$ cat src/rtl/mul_seq_ctrl_if.sv
// mul_seq_ctrl_if
// Bundles the multiply sequencer's request, response, flush and shared-adder
// signals.
//   slave  : seen from mul_seq_ctrl (accepts requests, drives the adder).
//   master : seen from the execute stage and adder owner.
// Signals:
//   req_valid/req_ready/req_mcand/req_mplier  multiply request handshake
//   flush                                     synchronous abort
//   add_req/add_gnt                           shared adder arbitration
//   add_a/add_b/add_ctrl                      adder operands and control
//   add_res/add_cout                          adder sum and carry (same cycle)
//   resp_valid/resp_ready/resp_prod           product response handshake
interface mul_seq_ctrl_if #(
  parameter int unsigned WIDTH = 32
);
  logic               req_valid;
  logic               req_ready;
  logic [WIDTH-1:0]   req_mcand;
  logic [WIDTH-1:0]   req_mplier;
  logic               flush;
  logic               add_req;
  logic               add_gnt;
  logic [WIDTH-1:0]   add_a;
  logic [WIDTH-1:0]   add_b;
  logic [3:0]         add_ctrl;
  logic [WIDTH-1:0]   add_res;
  logic               add_cout;
  logic               resp_valid;
  logic               resp_ready;
  logic [2*WIDTH-1:0] resp_prod;

  modport slave (
    input  req_valid, req_mcand, req_mplier, flush,
    input  add_gnt, add_res, add_cout, resp_ready,
    output req_ready, add_req, add_a, add_b, add_ctrl, resp_valid, resp_prod
  );

  modport master (
    output req_valid, req_mcand, req_mplier, flush,
    output add_gnt, add_res, add_cout, resp_ready,
    input  req_ready, add_req, add_a, add_b, add_ctrl, resp_valid, resp_prod
  );
endinterface

$ cat src/rtl/mul_seq_ctrl.sv
// mul_seq_ctrl
// Sequences an unsigned WIDTHxWIDTH -> 2*WIDTH radix-2 shift-add multiply on a
// shared adder it does not own: one partial-product step per granted cycle.
// Ports:
//   clk    rising-edge clock
//   rst_n  asynchronous active-low reset
//   bus    mul_seq_ctrl_if.slave (request, response, flush, adder access)
module mul_seq_ctrl #(
  parameter int unsigned WIDTH    = 32,
  parameter logic [3:0]  CTRL_ADD = 4'b0000
) (
  input  logic           clk,
  input  logic           rst_n,
  mul_seq_ctrl_if.slave  bus
);

  localparam int unsigned      CW   = (WIDTH > 1) ? $clog2(WIDTH) : 1;
  localparam logic [CW-1:0]    LAST = CW'(WIDTH - 1);

  typedef enum logic [1:0] {
    S_IDLE,
    S_RUN,
    S_DONE
  } state_t;

  state_t           state_q, state_d;
  logic [WIDTH-1:0] hi_q, hi_d;
  logic [WIDTH-1:0] lo_q, lo_d;
  logic [WIDTH-1:0] mcand_q, mcand_d;
  logic [CW-1:0]    cnt_q, cnt_d;

  logic               req_ready;
  logic               add_req;
  logic [WIDTH-1:0]   add_a;
  logic [WIDTH-1:0]   add_b;
  logic [3:0]         add_ctrl;
  logic               resp_valid;
  logic [2*WIDTH-1:0] resp_prod;

  always_ff @(posedge clk or negedge rst_n) begin
    if (!rst_n) begin
      state_q <= S_IDLE;
      hi_q    <= '0;
      lo_q    <= '0;
      mcand_q <= '0;
      cnt_q   <= '0;
    end else begin
      state_q <= state_d;
      hi_q    <= hi_d;
      lo_q    <= lo_d;
      mcand_q <= mcand_d;
      cnt_q   <= cnt_d;
    end
  end

  always_comb begin
    state_d    = state_q;
    hi_d       = hi_q;
    lo_d       = lo_q;
    mcand_d    = mcand_q;
    cnt_d      = cnt_q;
    req_ready  = 1'b0;
    add_req    = 1'b0;
    add_a      = '0;
    add_b      = '0;
    add_ctrl   = CTRL_ADD;
    resp_valid = 1'b0;
    resp_prod  = '0;

    unique case (state_q)
      S_IDLE: begin
        req_ready = 1'b1;
        if (bus.req_valid && !bus.flush) begin
          mcand_d = bus.req_mcand;
          hi_d    = '0;
          lo_d    = bus.req_mplier;
          cnt_d   = '0;
          state_d = S_RUN;
        end
      end
      S_RUN: begin
        add_req = 1'b1;
        add_a   = hi_q;
        add_b   = lo_q[0] ? mcand_q : '0;
        if (bus.add_gnt) begin
          // Shift {cout, sum, lo} right by one: the sum's LSB becomes a
          // finished product bit entering lo from the top.
          hi_d = {bus.add_cout, bus.add_res[WIDTH-1:1]};
          lo_d = {bus.add_res[0], lo_q[WIDTH-1:1]};
          if (cnt_q == LAST) begin
            state_d = S_DONE;
          end else begin
            cnt_d = cnt_q + CW'(1);
          end
        end
      end
      S_DONE: begin
        resp_valid = 1'b1;
        resp_prod  = {hi_q, lo_q};
        if (bus.resp_ready) begin
          state_d = S_IDLE;
        end
      end
      default: state_d = S_IDLE;
    endcase

    // Abort overrides every transition; datapath contents are left stale
    // since they are reloaded on the next accept.
    if (bus.flush) begin
      state_d = S_IDLE;
    end
  end

  assign bus.req_ready  = req_ready;
  assign bus.add_req    = add_req;
  assign bus.add_a      = add_a;
  assign bus.add_b      = add_b;
  assign bus.add_ctrl   = add_ctrl;
  assign bus.resp_valid = resp_valid;
  assign bus.resp_prod  = resp_prod;

endmodule
$ cat src/flat_wrapper.sv
// flat-port wrapper written by rule: the top's interface ports become plain ports
module mul_seq_ctrl_flat 
#(
  parameter int unsigned WIDTH    = 32,
  parameter logic [3:0]  CTRL_ADD = 4'b0000
)
  (clk, rst_n, bus_req_valid, bus_req_mcand, bus_req_mplier, bus_flush, bus_add_gnt, bus_add_res, bus_add_cout, bus_resp_ready, bus_req_ready, bus_add_req, bus_add_a, bus_add_b, bus_add_ctrl, bus_resp_valid, bus_resp_prod);
  mul_seq_ctrl_if #(.WIDTH(WIDTH)) bus_i ();
  input  logic clk;
  input  logic rst_n;
  input wire logic [$bits(bus_i.req_valid)-1:0] bus_req_valid;
  input wire logic [$bits(bus_i.req_mcand)-1:0] bus_req_mcand;
  input wire logic [$bits(bus_i.req_mplier)-1:0] bus_req_mplier;
  input wire logic [$bits(bus_i.flush)-1:0] bus_flush;
  input wire logic [$bits(bus_i.add_gnt)-1:0] bus_add_gnt;
  input wire logic [$bits(bus_i.add_res)-1:0] bus_add_res;
  input wire logic [$bits(bus_i.add_cout)-1:0] bus_add_cout;
  input wire logic [$bits(bus_i.resp_ready)-1:0] bus_resp_ready;
  output wire logic [$bits(bus_i.req_ready)-1:0] bus_req_ready;
  output wire logic [$bits(bus_i.add_req)-1:0] bus_add_req;
  output wire logic [$bits(bus_i.add_a)-1:0] bus_add_a;
  output wire logic [$bits(bus_i.add_b)-1:0] bus_add_b;
  output wire logic [$bits(bus_i.add_ctrl)-1:0] bus_add_ctrl;
  output wire logic [$bits(bus_i.resp_valid)-1:0] bus_resp_valid;
  output wire logic [$bits(bus_i.resp_prod)-1:0] bus_resp_prod;
  assign bus_i.req_valid = bus_req_valid;
  assign bus_i.req_mcand = bus_req_mcand;
  assign bus_i.req_mplier = bus_req_mplier;
  assign bus_i.flush = bus_flush;
  assign bus_i.add_gnt = bus_add_gnt;
  assign bus_i.add_res = bus_add_res;
  assign bus_i.add_cout = bus_add_cout;
  assign bus_i.resp_ready = bus_resp_ready;
  assign bus_req_ready = bus_i.req_ready;
  assign bus_add_req = bus_i.add_req;
  assign bus_add_a = bus_i.add_a;
  assign bus_add_b = bus_i.add_b;
  assign bus_add_ctrl = bus_i.add_ctrl;
  assign bus_resp_valid = bus_i.resp_valid;
  assign bus_resp_prod = bus_i.resp_prod;
  mul_seq_ctrl #(.WIDTH(WIDTH), .CTRL_ADD(CTRL_ADD)) u_core (.clk(clk), .rst_n(rst_n), .bus(bus_i));
endmodule
$ cat config.mk
export PLATFORM = sky130hd
export DESIGN_NAME = mul_seq_ctrl_flat
export DESIGN_NICKNAME = d
export VERILOG_FILES = /design/src/rtl/mul_seq_ctrl_if.sv /design/src/rtl/mul_seq_ctrl.sv /design/src/flat_wrapper.sv
export SDC_FILE = /design/constraint.sdc
export NUM_CORES = 1
export LEC_CHECK = 0
export ABC_AREA = 1
export BUFFER_PORTS_ARGS = -buffer_cell sky130_fd_sc_hd__buf_2
export CAP_MARGIN = 20
export CORE_UTILIZATION = 48
export CTS_CLUSTER_SIZE = 25
export DETAILED_ROUTE_END_ITERATION = 6
export PLACE_DENSITY = 0.81
export SLEW_MARGIN = 30
export SYNTH_ARGS = -nofsm -noshare
export SYNTH_HDL_FRONTEND = slang
export SYNTH_SLANG_ARGS = --single-unit
$ cat constraint.sdc
create_clock -name clk -period 1.96 [get_ports clk]
set_clock_uncertainty 0.1 [all_clocks]
set_input_delay 0.392 -clock clk [delete_from_list [all_inputs] [get_ports clk]]
set_output_delay 0.392 -clock clk [all_outputs]
set_load 0.01 [all_outputs]
After elaboration in Yosys (flattened, before gate mapping):

Index checks and enable logic that the tools add are counted.

* mux-type cells: 23
* eq/ne operators: 10
* add/sub/neg operators: 1
* shift operators: 0
* $mul: 0
* divide/modulo/power cells: 0
* $lt $le $gt $ge: 0
* reduce and logical (&&, ||, !) cells: 8
* bitwise logic cells: 0

Operator list (number)
* two-way mux 32 bit: 7
* case mux 32 bit (2 select lines): 2
* two-way mux 64 bit: 1
* two-way mux 5 bit: 3
* two-way mux 2 bit: 5
* case mux 5 bit (2 select lines): 1
* AND reduction 4 bit: 2
* != test 3 x 2 -> 1 bit, second input constant: 2
* != test 3 bit, second input constant: 2
* case mux 2 bit (3 select lines): 1
* adder 5 x 1 -> 5 bit, second input constant: 1
* == test 5 bit, second input constant: 1
* != test 2 bit, second input constant: 2
* two-way mux 1 bit: 3
* AND reduction 3 bit: 1
* == test 2 x 1 -> 1 bit, second input constant: 1
* == test 2 bit, second input constant: 1
* zero test 2 bit: 1
* != test 2 x 1 -> 1 bit, second input constant: 1
* AND reduction 2 bit: 1
* nonzero test 2 bit: 1
* logical AND 1 bit: 1
* zero test 1 bit: 1

* latch bits: 0
* register bits: 103
* bits in writable memories: 0
* word-level logic and storage cells: 47
* bits in read-only memories: 0
* memories kept: 0
* output and inout bits: 135

Longest topological paths before layout:

* depth after elaboration: 5
* depth in mapped cells: 10

Least setup slack after synthesis:

OpenSTA, ideal clock, no wires.

* kind: register -> output
* start point: reg u_core.state_q[1]
* end point: out bus_resp_prod[53]
* stages on the path, launching flop included: 6
* data required time: 1.468 ns
* data arrival time: 1.214 ns
* path slack: 0.254 ns
* cell sequence: dfrtp_1 -> inv_1 -> nor2_1 -> inv_2 -> buf_1 -> nor2_1

* cells in the longest elaborated chain, start to end: 2

RTL lines
* start, declared: line mul_seq_ctrl.sv:26 `state_t state_q, state_d;`
* start signal, assigned: line mul_seq_ctrl.sv:48 `state_q <= state_d;`
* == test 2 bit: line mul_seq_ctrl.sv:70 `unique case (state_q)`
* two-way mux 64 bit: line mul_seq_ctrl.sv:70
* end, declared: line flat_wrapper.sv:25 `output wire logic [$bits(bus_i.resp_prod)-1:0] bus_resp_prod;`

No other way between the ends.

Worst setup path after layout:

* start point: reg u_core.state_q[0]
* end point: out bus_resp_prod[40]

Same word-level chain as after synthesis.

==> summary.txt <==
Clocking
  • Worst-path clk slew: 100 ps
  • Clk root buf: clkbuf_8
  • Clk sinks: 103
  • Clock tree buffer depth: 2
  • Worst-Skew Late Latency: 370 ps
  • CTS tree: done
  • CTS buffer count: 9
  • H-Tree Depth: 3

Global routing
  • GRT Total Usage: 23.9%
  • Number of global-route vias before repair: 4607
  • Gr ovfl total: 0
  • Largest net degree at the start of global routing: 104
  • Initial antenna violation count: 0
  • First-pass GRT wire length: 21500 µm

STA
  • Worst-margin pin slew: 559 ps
  • Fmax: 500 MHz
  • Slew margin rel.: 62.7%
  • RSZ-0062 raised after global routing: yes
  • Final hold vios: 0
  • Slew Viols, Final: 0
  • Setup violators final: 54
  • PnR worst setup slack: -39.0 ps
  • Period utilization: 102%
  • Min cycle time layout: 2000 ps
  • Setup TNS: -501 ps

Critical path
  • Critical-path top delay cell: dfrtp_2
  • Crit. End Element: output pin
  • Slowest cell delay on critical path: 460 ps
  • WP data required: 1470 ps
  • CP max FO: 14
  • Crit path DAT: 1510 ps
  • CP delay by family, top: flip-flops
  • Setup Crit Path Kind: reg2out
  • Worst-path cell chain: nor2_4 -> inv_6 -> buf_12 -> nor2_2 -> buf_2
  • CP bufs+invs: 3
  • Startpoint types: flip-flop

Floorplan
  • Rows: 38
  • Core footprint: 10800 µm²
  • # IOs: 238
  • Die footprint: 11600 µm²
  • Die height: 107 µm
  • Die Wd: 107 µm
  • Initial Util: 49.3%

Final layout
  • Net count reported at finish: 1087
  • Syn-to-layout area delta: 34.7%
  • Util after Layout: 66.4%
  • Most frequent cells in the layout: 230 x buf_2, 178 x nand2_1, 118 x nor2_1
  • Most common cell after layout, fill and taps aside: buf_2
  • Layout cell share with drive strength beyond 1: 31.5%

Yosys
  • Cell count after synthesis: 755
  • Synth unique cells: 20
  • Synth Warn #: 0
  • Largest area contributor in the netlist: dfrtp_1
  • Post-synthesis sequential element count: 103
  • Post-synthesis average cell area: 7.07 µm²
  • Cells taking the most area after synthesis: dfrtp_1 48%, nand2_1 13%, nor2_1 9.7%
  • Sequential area share after synthesis: 48.3%
  • Mapped cell area: 5340 µm²
  • Share of the synthesized area in the top cell type: 48.3%

Drt
  • Drt via density: 4.86
  • Detailed router's first-iteration violation count: 432
  • DR DRC count: 0
  • DR pass1 iterations: 5
  • Aggregate routed wire length: 14600 µm
  • Vias: 5483
  • Average wire per standard cell: 13.0 µm
  • Antenna violation net count after detailed routing: 0

Worst hold path
  • Worst Hold Class: in2reg

Placement
  • IO Port Bufs: 233
  • Placer congestion estimate: 0.791
  • Post-DP HPWL: 9100 µm
  • Post-place setup slack: 167 ps

Outcome
  • Outcome: finished, violations left
  • Failing checks: setup timing

Power
  • PwrDens: 911 nW/µm²
  • P_leak: 4.08 nW
  • VDD IR max: 0.000420 V

Flow run
  • Max-Cap Viols: 0
cell usage after synthesis (all sizes together):
| master | number |
|---|---|
| a21oi | 2 |
| buf | 34 |
| clkbuf | 21 |
| conb | 1 |
| dfrtp | 103 |
| ha | 2 |
| inv | 104 |
| nand2 | 181 |
| nand3 | 70 |
| nor2 | 139 |
| nor3b | 1 |
| o21ai | 97 |
metrics by stage:
stage	area, µm²	power (mW)	hold slack [ps]	cells
finish	7190	6.55	131	1128
CTS	6960	6.41	123	1118
floorplan	5350	4.34	-3.59	758
global placement	6630	4.97	365	1093
detailed placement	6630	5.03	373	1093
global route	7190	7.03	121	1127
worst paths after layout:
check	startpoint	end	slack, ps	cells past startpoint
min in group asynchronous	rst_n	u_core.lo_q[25]	510	3
max in group asynchronous	rst_n	u_core.mcand_q[27]	830	3
setup / recovery	u_core.state_q[0]	bus_resp_prod[40]	-40	5
setup reg to reg	u_core.state_q[0]	u_core.cnt_q[1]	220	6
hold / removal	bus_add_res[15]	u_core.hi_q[14]	130	3
hold reg to reg	u_core.mcand_q[10]	u_core.mcand_q[10]	390	2
where the power goes:
group	switching (mW)	internal [mW]	leakage (nW)	total [mW]
logic	1.43	0.858	2.66	2.29
clock network	0.719	0.574	0.0963	1.29
registers	0.260	2.71	1.32	2.97
final cells by class:
class,count,area [µm²]
fillers,936,3650
flip-flops and latches,103,2580
inverters,104,398
clock buffers,13,169
well taps,140,175
multi-input cells,497,2210
diodes,1,2.50
repair buffers,267,1640
clock inverters,3,25.0
worst min-delay path: stages:
cell	delay, ps
buf_2	70
nand3_1	60
nand2_1	50
registers in the layout (all words and copies together), names as in the netlist:
register        count
u_core.mcand_q     32
u_core.lo_q        32
u_core.cnt_q        5
u_core.hi_q        32
u_core.state_q      2
what timing repair did:
action / in CTS / in global routing
cloned: 3 / 5
endpoints found under the hold margin: 13 / 0
buffers inserted: 5 / 4
setup endpoints to repair: 119 / 122
pin swaps: 2 / 1
resized for setup: 13 / 23
hold buffers: 1 / 0
cell families (layout without fill, tap and decap cells):
| group | Yosys count | count (layout) | share of synthesized area, % |
|---|---|---|---|
| fa+ha+maj | 2 | 2 | 0.468 |
| flops | 103 | 103 | 48.3 |
| other cells | 1 | 5 | 0.0702 |
| buf+inv | 159 | 387 | 12.4 |
| simple gates | 391 | 392 | 29.5 |
| compound gates | 99 | 99 | 9.28 |
per-layer routing:
layer  track usage [%]  wire length, µm  part of all wire (%)
met1              31.4             6370                    44
met2              39.3             6960                    48
met3              4.72             1070                   7.3
met4              8.12              241                   1.6
met5                 0                0                     0
Power figures use the tool's default switching activity.
